[src/rtl/trigger_ctrl_pkg.sv]
// Shared definitions for the stopwatch trigger controller: FSM state
// encodings and operating-mode selectors.
package trigger_ctrl_pkg;

  typedef enum logic [1:0] {
    ST_IDLE = 2'b00,
    ST_RUN  = 2'b01,
    ST_LAP  = 2'b10,
    ST_STOP = 2'b11
  } state_t;

  localparam int MODE_LEGACY = 0;
  localparam int MODE_FSM    = 1;

  // Trigger bit positions inside the three-wide pulse vector.
  localparam int TRIG_START_STOP = 0;
  localparam int TRIG_LAP        = 1;
  localparam int TRIG_CLEAR      = 2;

  // The counter runs while timing, whether or not the display is frozen.
  function automatic logic state_counts(input state_t st);
    return (st == ST_RUN) || (st == ST_LAP);
  endfunction

endpackage

[src/rtl/trigger_ctrl_conditioner.sv]
// Per-button conditioning: multi-flop synchroniser, stable-time debounce
// and a single-cycle pulse on each debounced rising edge.
module trig_conditioner #(
  parameter int SYNC_STAGES = 2,
  parameter int DEB_W       = 16,
  parameter int DEB_CYCLES  = 50000
) (
  input  logic sys_clk,
  input  logic reset_n,
  input  logic raw_in,
  output logic level_o,
  output logic pulse_o
);

  localparam logic [DEB_W-1:0] CNT_LAST = DEB_W'(DEB_CYCLES - 1);

  logic [SYNC_STAGES-1:0] sync;
  logic [DEB_W-1:0]       cnt;
  logic                   sync_val;

  assign sync_val = sync[SYNC_STAGES-1];

  always_ff @(posedge sys_clk or negedge reset_n) begin
    if (!reset_n) begin
      sync <= '0;
    end else begin
      sync <= {sync[SYNC_STAGES-2:0], raw_in};
    end
  end

  // Any cycle that agrees with the current level restarts the stability count.
  always_ff @(posedge sys_clk or negedge reset_n) begin
    if (!reset_n) begin
      cnt     <= '0;
      level_o <= 1'b0;
      pulse_o <= 1'b0;
    end else begin
      pulse_o <= 1'b0;
      if (sync_val == level_o) begin
        cnt <= '0;
      end else if (cnt == CNT_LAST) begin
        cnt     <= '0;
        level_o <= sync_val;
        pulse_o <= sync_val;
      end else begin
        cnt <= cnt + DEB_W'(1);
      end
    end
  end

endmodule

[src/rtl/trigger_ctrl.sv]
// Stopwatch trigger controller: conditions three buttons and drives the
// counter/display controls from a 4-state FSM or the legacy toggle.
module trigger_ctrl
  import trigger_ctrl_pkg::*;
#(
  parameter int SYNC_STAGES = 2,
  parameter int DEB_W       = 16,
  parameter int DEB_CYCLES  = 50000,
  parameter int MODE        = 1
) (
  input  logic       sys_clk,
  input  logic       reset_n,
  input  logic       trig_start_stop,
  input  logic       trig_lap,
  input  logic       trig_clear,
  output logic       count_enb,
  output logic       latch_count,
  output logic       count_init,
  output logic [1:0] state_o,
  output logic [2:0] trig_pulse
);

  logic [2:0] raw;
  logic [2:0] level;
  logic [2:0] pulse;

  assign raw = {trig_clear, trig_lap, trig_start_stop};

  for (genvar i = 0; i < 3; i++) begin : g_cond
    trig_conditioner #(
      .SYNC_STAGES (SYNC_STAGES),
      .DEB_W       (DEB_W),
      .DEB_CYCLES  (DEB_CYCLES)
    ) u_cond (
      .sys_clk (sys_clk),
      .reset_n (reset_n),
      .raw_in  (raw[i]),
      .level_o (level[i]),
      .pulse_o (pulse[i])
    );
  end

  assign trig_pulse = pulse;

  state_t     state, state_next;
  logic       k, k_next;
  logic       enb_next, latch_next, init_next;
  logic [1:0] state_o_next;
  logic       evt_clear, evt_ss, evt_lap;

  // Single event per cycle; a higher-priority pulse swallows the others.
  assign evt_clear = pulse[TRIG_CLEAR];
  assign evt_ss    = pulse[TRIG_START_STOP] & ~pulse[TRIG_CLEAR];
  assign evt_lap   = pulse[TRIG_LAP] & ~pulse[TRIG_START_STOP] & ~pulse[TRIG_CLEAR];

  always_ff @(posedge sys_clk or negedge reset_n) begin
    if (!reset_n) begin
      state       <= ST_IDLE;
      k           <= 1'b0;
      count_enb   <= 1'b0;
      latch_count <= 1'b0;
      count_init  <= 1'b0;
      state_o     <= 2'b00;
    end else begin
      state       <= state_next;
      k           <= k_next;
      count_enb   <= enb_next;
      latch_count <= latch_next;
      count_init  <= init_next;
      state_o     <= state_o_next;
    end
  end

  always_comb begin
    state_next   = state;
    k_next       = k;
    init_next    = 1'b0;
    enb_next     = 1'b0;
    latch_next   = 1'b0;
    state_o_next = 2'b00;

    if (MODE == MODE_LEGACY) begin
      if (pulse[TRIG_START_STOP]) begin
        k_next = ~k;
      end
      enb_next     = k_next;
      latch_next   = k_next;
      init_next    = k_next;
      state_o_next = {1'b0, k_next};
    end else begin
      unique case (state)
        ST_IDLE: begin
          if (evt_clear) begin
            init_next = 1'b1;
          end else if (evt_ss) begin
            state_next = ST_RUN;
          end
        end
        ST_RUN: begin
          if (evt_ss) begin
            state_next = ST_STOP;
          end else if (evt_lap) begin
            state_next = ST_LAP;
          end
        end
        ST_LAP: begin
          if (evt_ss) begin
            state_next = ST_STOP;
          end else if (evt_lap) begin
            state_next = ST_RUN;
          end
        end
        ST_STOP: begin
          if (evt_clear) begin
            state_next = ST_IDLE;
            init_next  = 1'b1;
          end else if (evt_ss) begin
            state_next = ST_RUN;
          end
        end
        default: state_next = ST_IDLE;
      endcase
      enb_next     = state_counts(state_next);
      latch_next   = (state_next == ST_LAP);
      state_o_next = state_next;
    end
  end

endmodule
[config.mk]
export PLATFORM = sky130hd
export DESIGN_NAME = trigger_ctrl
export DESIGN_NICKNAME = d
export VERILOG_FILES = /design/src/rtl/trigger_ctrl_pkg.sv /design/src/rtl/trigger_ctrl_conditioner.sv /design/src/rtl/trigger_ctrl.sv
export SDC_FILE = /design/constraint.sdc
export NUM_CORES = 1
export LEC_CHECK = 0
export ABC_AREA = 1
export CAP_MARGIN = 0
export CORE_ASPECT_RATIO = 2
export CORE_UTILIZATION = 61
export CTS_CLUSTER_DIAMETER = 80
export DETAILED_ROUTE_END_ITERATION = 10
export PLACE_DENSITY = 0.81
export SYNTH_ARGS = -nofsm -noshare
export SYNTH_HDL_FRONTEND = slang
export SYNTH_SLANG_ARGS = --single-unit
[constraint.sdc]
create_clock -name sys_clk -period 1.91 [get_ports sys_clk]
set_input_delay 0.573 -clock sys_clk [delete_from_list [all_inputs] [get_ports sys_clk]]
set_output_delay 0.573 -clock sys_clk [all_outputs]
set_load 0.1 [all_outputs]
== Yosys cells after proc, flatten, opt, wreduce, memory -nomap -nowiden ==
Cells that the tools add are included.
Storage, ports and cells
  flip-flop bits (word level): 65
  bits in latches: 0
  RAM bits: 0
  ROM bits: 0
  bits of input ports: 5
  output and inout port bits: 8
  logic and storage cells: 66
  memories kept: 0
Operators by class
  add/sub/neg operators: 3
  multiply operators: 0
  div/mod/pow operators: 0
  $lt $le $gt $ge: 0
  equality and inequality tests: 11
  shifts and indexed selects: 0
  muxes and demuxes: 22
  bitwise gates (word level): 8
  reduce and logical (&&, ||, !) cells: 6
Operator list (number)
  2-to-1 mux 16 bit: 6
  adder 16 x 1 -> 16 bit (second input constant): 3
  equality test 16 bit (second input constant): 3
  2-to-1 mux 2 bit: 7
  2-to-1 mux 1 bit: 8
  case mux 2 bit (4 select lines): 1
  equality test 2 bit (second input constant): 3
  AND reduction 2 bit: 3
  NOT 1 bit: 5
  equality test 2 x 1 -> 1 bit (second input constant): 2
  AND 1 bit: 3
  equality test 1 bit: 3
  zero test 2 bit: 1
  OR reduction 2 bit: 1
  logical OR 1 bit: 1

== Depth between registers and ports, before layout ==
  depth in word-level cells: 8
  depth in mapped cells: 8
  gate-level depth less buffers: 8

== Hierarchy ==
From an unflattened synthesis, not the netlist that was laid out.
Second synthesis, totals
  cells, all modules: 411
  area total of the unflattened synthesis: 3478.3 µm²
Modules (own cells, without submodules)
  trig_conditioner: instances 3, cells each 124, area each 1049.8 µm², seq. area each 500.5 µm²
  trigger_ctrl: instances 1, cells each 39, area each 329.1 µm², seq. area each 125.1 µm²

== Worst setup path before layout ==
No wires, ideal clock.
  kind: register to register
  from: register state[0]
  to: register count_enb
  setup time: 0.063 ns
  arrival time: 2.110 ns
  data required time: 1.847 ns
  path slack: -0.263 ns
  cell stages (with the launch flop): 8
  buffers on the path: 0
  period minus slack after synthesis: 2.173 ns
  cell sequence: dfrtp_1 inv_1 ha_1 a21oi_1 nand3_1 a21oi_1 ha_1 inv_1
On the way
  longest elaborated chain between the ends: 5
  elaborated cells between the ends (all ways): 15
  those cells by class: 5 x eq/ne; 8 x mux; 2 x reduce/logical
RTL lines
  from (decl): line trigger_ctrl.sv:45  | state_t state, state_next;
  from (signal assigned): line trigger_ctrl.sv:65  | state <= state_next;
  2-to-1 mux 2 bit, on equally long branches (2 in a row)
  case mux 2 bit (4 select lines) *: line trigger_ctrl.sv:91  | unique case (state)
  equality test 2 x 1 -> 1 bit or equality test 2 bit (tied branches): line trigger_ctrl_pkg.sv:22  | return (st == ST_RUN) || (st == ST_LAP);
  logical OR 1 bit *: line trigger_ctrl_pkg.sv:22
  via enb_next: line trigger_ctrl.sv:47  | logic enb_next, latch_next, init_next;
  to (signal assigned): line trigger_ctrl.sv:67  | count_enb <= enb_next;
  to (decl): line trigger_ctrl.sv:16  | output logic count_enb,
The timed path passes the listed nets; every way through them passes the cells marked *.
A chain may end at the register's enable or synchronous reset.

== Final worst setup path ==
Same ends and word-level chain as after synthesis.

==> metrics.log <==
[metrics] GPL Wtd Cong: 0.874
[metrics] largest net degree at the start of global routing: 66
[metrics] Worst Path Max Fanout: 4
[metrics] Final Cell Area: 0.00384 sq mm
[metrics] most used flip-flop cell after synthesis: sky130_fd_sc_hd__dfrtp_1
[metrics] source of the worst register-to-register timing path: state[0]
[metrics] number of antenna violations at the first check in global routing: 0
[metrics] drt wl/cell: 12.6 microns
[metrics] worst min-delay path class: input pin to async pin
[metrics] number of failing setup endpoints in the final timing report: 0
[metrics] cell area after placement: 0.00367 sq mm
[metrics] Via-to-Cell Ratio: 5.32
[metrics] setup clock skew after layout: 8.66 ps
[metrics] worst slew margin relative to its limit: 77.0%
[metrics] count of buffers from port buffering: 12
[metrics] maximum clock frequency: 590 MHz
[metrics] total negative setup slack: 0 ps
[metrics] setup slack of the worst register-to-register path: 210 ps
[metrics] detailed-route via count: 2804
[metrics] die area: 0.00590 sq mm
[metrics] area growth from synthesis to final layout: 12.7%
[metrics] count of cells resized by post-cts repair: 0
[metrics] number of buffers inserted to repair setup after CTS: 0
[metrics] number of hold violations in the final report: 0
[metrics] number of nets in the layout: 477
[metrics] total routed wirelength: 6650 microns
[metrics] endpoint of the worst setup timing path: count_enb
[metrics] leakage dissipation: 1.87 nW
[metrics] gate count after technology mapping: 443
[metrics] number of antenna repair diodes: 0
[metrics] crit share post-route: 88.8%
[metrics] minimum period implied by the final worst setup slack: 1700 ps
[metrics] EDFF count, synth: 0
[metrics] root buffer cell: sky130_fd_sc_hd__clkbuf_8
[metrics] slew at the pin closest to its max-slew limit: 345 ps
[metrics] result of the run: finished, final reports clean
[metrics] Detail Route Antenna Nets: 0
[metrics] Crit path arrival time: 1980 ps
[metrics] post-synthesis area per instance: 7.68 sq um
[metrics] category of the critical setup timing path: flop to flop
[metrics] area share of the leading cell type in the synthesized netlist: 47.8%
[metrics] layout cells sized above 1: 6.64%
[metrics] number of warning messages in the yosys log: 0
[metrics] maximum clock path buffer count: 2
[metrics] Setup crit start: state[0]
[metrics] grt total ovfl: 0
[metrics] cts bufs inserted: 9
[metrics] count of final max-slew check failures: 0
[metrics] cell type with the largest total area after synthesis: sky130_fd_sc_hd__dfrtp_1
[metrics] Worst IR Drop VDD: 0.000804 V
[metrics] Cell Pwr Density: 653 mW/mm^2
[metrics] number of max-capacitance violations reported: 0
[metrics] top-count cell post-synth: sky130_fd_sc_hd__nand2_1
[metrics] count of cell types in the netlist: 22
[metrics] sort of element at the end of the critical path: flop
[metrics] end of the worst register-to-register path: count_enb
[metrics] detailed-router iteration count before antenna repair: 4
[metrics] nets in the synthesized netlist: 456
[metrics] biggest area contributors in the synthesized netlist: sky130_fd_sc_hd__dfrtp_1 (48%), sky130_fd_sc_hd__nand2_1 (11%), sky130_fd_sc_hd__nor2_1 (11%), sky130_fd_sc_hd__inv_1 (6.6%), sky130_fd_sc_hd__nand3_1 (5.7%)
[metrics] register area share after synthesis: 47.8%
[metrics] initial cell density of the core: 63.3%
[metrics] Boundary Pins: 13
[metrics] clock tree from TritonCTS: built
[metrics] async set-or-reset flop fraction in the synthesized netlist: 100%
[metrics] number of fill cells in the layout: 462
[metrics] core region area: 0.00537 sq mm
[metrics] width of the die: 54.8 microns
[metrics] DRC marker count from the first detailed-route iteration: 44
[metrics] first-pass GRT wire length: 11400 microns
[metrics] number of cell rows: 38
[metrics] Startpoint Class: flop
[metrics] via count of the first global-routing pass: 2762
[metrics] HPWL after detailed placement: 4950 microns
[metrics] DRC Markers: 0
[metrics] H-tree depth: 3
[metrics] clock edge transition at the registers on the reported setup and hold paths: 60 ps
[metrics] number of synthesized register bits: 65
[metrics] Required @ worst endpoint: 2200 ps
[metrics] setup repair after global routing missed its margin: no
[metrics] Sinks on Clock Net: 65
[metrics] Syn Std Cell Area: 0.00340 sq mm
[metrics] leading cell types by count after synthesis: sky130_fd_sc_hd__nand2_1 (104), sky130_fd_sc_hd__nor2_1 (98), sky130_fd_sc_hd__dfrtp_1 (65), sky130_fd_sc_hd__inv_1 (60), sky130_fd_sc_hd__nand3_1 (39)
[metrics] global-route usage over all layers: 27.2%
[metrics] Die Y: 108 microns
[metrics] hold-fix buffer count after cts: 0
[metrics] latest clock arrival within the worst-skew pair: 340 ps
[metrics] number of cells on the worst reg-to-reg path: 7
## power breakdown
part	internal, mW	switching, mW	total [mW]
sequential	1.40	0.0203	1.42
combinational	0.0315	0.0661	0.0976
clock	0.529	0.459	0.988
total	1.96	0.545	2.50
## state kept, by name, indices dropped and copies added (netlist names)
name,cells
count_enb,1
g_cond.u_cond.pulse_o,3
g_cond.u_cond.level_o,3
g_cond.u_cond.sync,6
state,2
g_cond.u_cond.cnt,48
latch_count,1
count_init,1
## routing by layer
layer  wire length (microns)  vias up  global-route usage, %
li1                        -     1408                      -
met1                    2560     1329                   27.4
met2                    3690       49                   46.4
met3                     175       18                   6.21
met4                     224        0                   17.8
met5                       0        -                      0
## critical path, stage by stage (launching register included)
cell	delay (ps)
sky130_fd_sc_hd__dfrtp_2	420
sky130_fd_sc_hd__inv_1	100
sky130_fd_sc_hd__ha_1	250
sky130_fd_sc_hd__a21oi_1	250
sky130_fd_sc_hd__nand3_1	120
sky130_fd_sc_hd__a21oi_1	190
sky130_fd_sc_hd__ha_1	260
sky130_fd_sc_hd__inv_1	50
## stage by stage
step	hold WS (ps)	power [mW]	cells	utilization (%)	setup slack (ps)
after floorplan	277	1.49	443	-	54.1
after detailed placement	340	1.55	513	68.4	245
final	232	2.50	527	71.4	215
after global placement	334	1.54	513	68.4	379
after CTS	236	2.55	527	71.4	230
after global routing	256	2.61	527	71.4	106
## worst min-delay path by stage
| stage | startpoint | to | slack [ps] |
|---|---|---|---|
| after floorplan | reset_n | count_enb | 280 |
| after global placement | g_cond[1].u_cond.sync[0] | g_cond[1].u_cond.sync[1] | 330 |
| after detailed placement | g_cond[1].u_cond.sync[0] | g_cond[1].u_cond.sync[1] | 340 |
| after CTS | reset_n | latch_count | 240 |
| after global routing | reset_n | latch_count | 260 |
| final | reset_n | latch_count | 230 |
## logic make-up after synthesis
| logic type | after synthesis | share of synthesized area [%] |
|---|---|---|
| fa+ha+maj | 8 | 2.94 |
| buf+inv | 64 | 7.39 |
| xor+xnor | 21 | 5.63 |
| flops | 65 | 47.8 |
| compound gates | 19 | 3.16 |
| simple gates | 266 | 33.1 |
## final cells by class
cell class / count / area [sq um] / share of cell area [%]
sequential: 65 / 1630 / 42.5
multi-input combinational: 314 / 1530 / 39.8
timing repair buffer: 13 / 215 / 5.61
inverter: 61 / 229 / 5.97
clock buffer: 14 / 163 / 4.24
tap: 60 / 75.1 / 1.96
## layout by cell type (no fill, tap or decap), types with 4 or more instances in the layout
master and instances:
sky130_fd_sc_hd__nand3_1 39, sky130_fd_sc_hd__ha_1 8, sky130_fd_sc_hd__nand2_1 104, sky130_fd_sc_hd__clkbuf_8 11, sky130_fd_sc_hd__nor2_1 98, sky130_fd_sc_hd__inv_1 60
sky130_fd_sc_hd__nor3_1 14, sky130_fd_sc_hd__buf_12 9, sky130_fd_sc_hd__a21oi_1 12, sky130_fd_sc_hd__o21bai_1 4, sky130_fd_sc_hd__dfrtp_1 63, sky130_fd_sc_hd__xor2_1 17
Power figures use the tool's default switching activity.
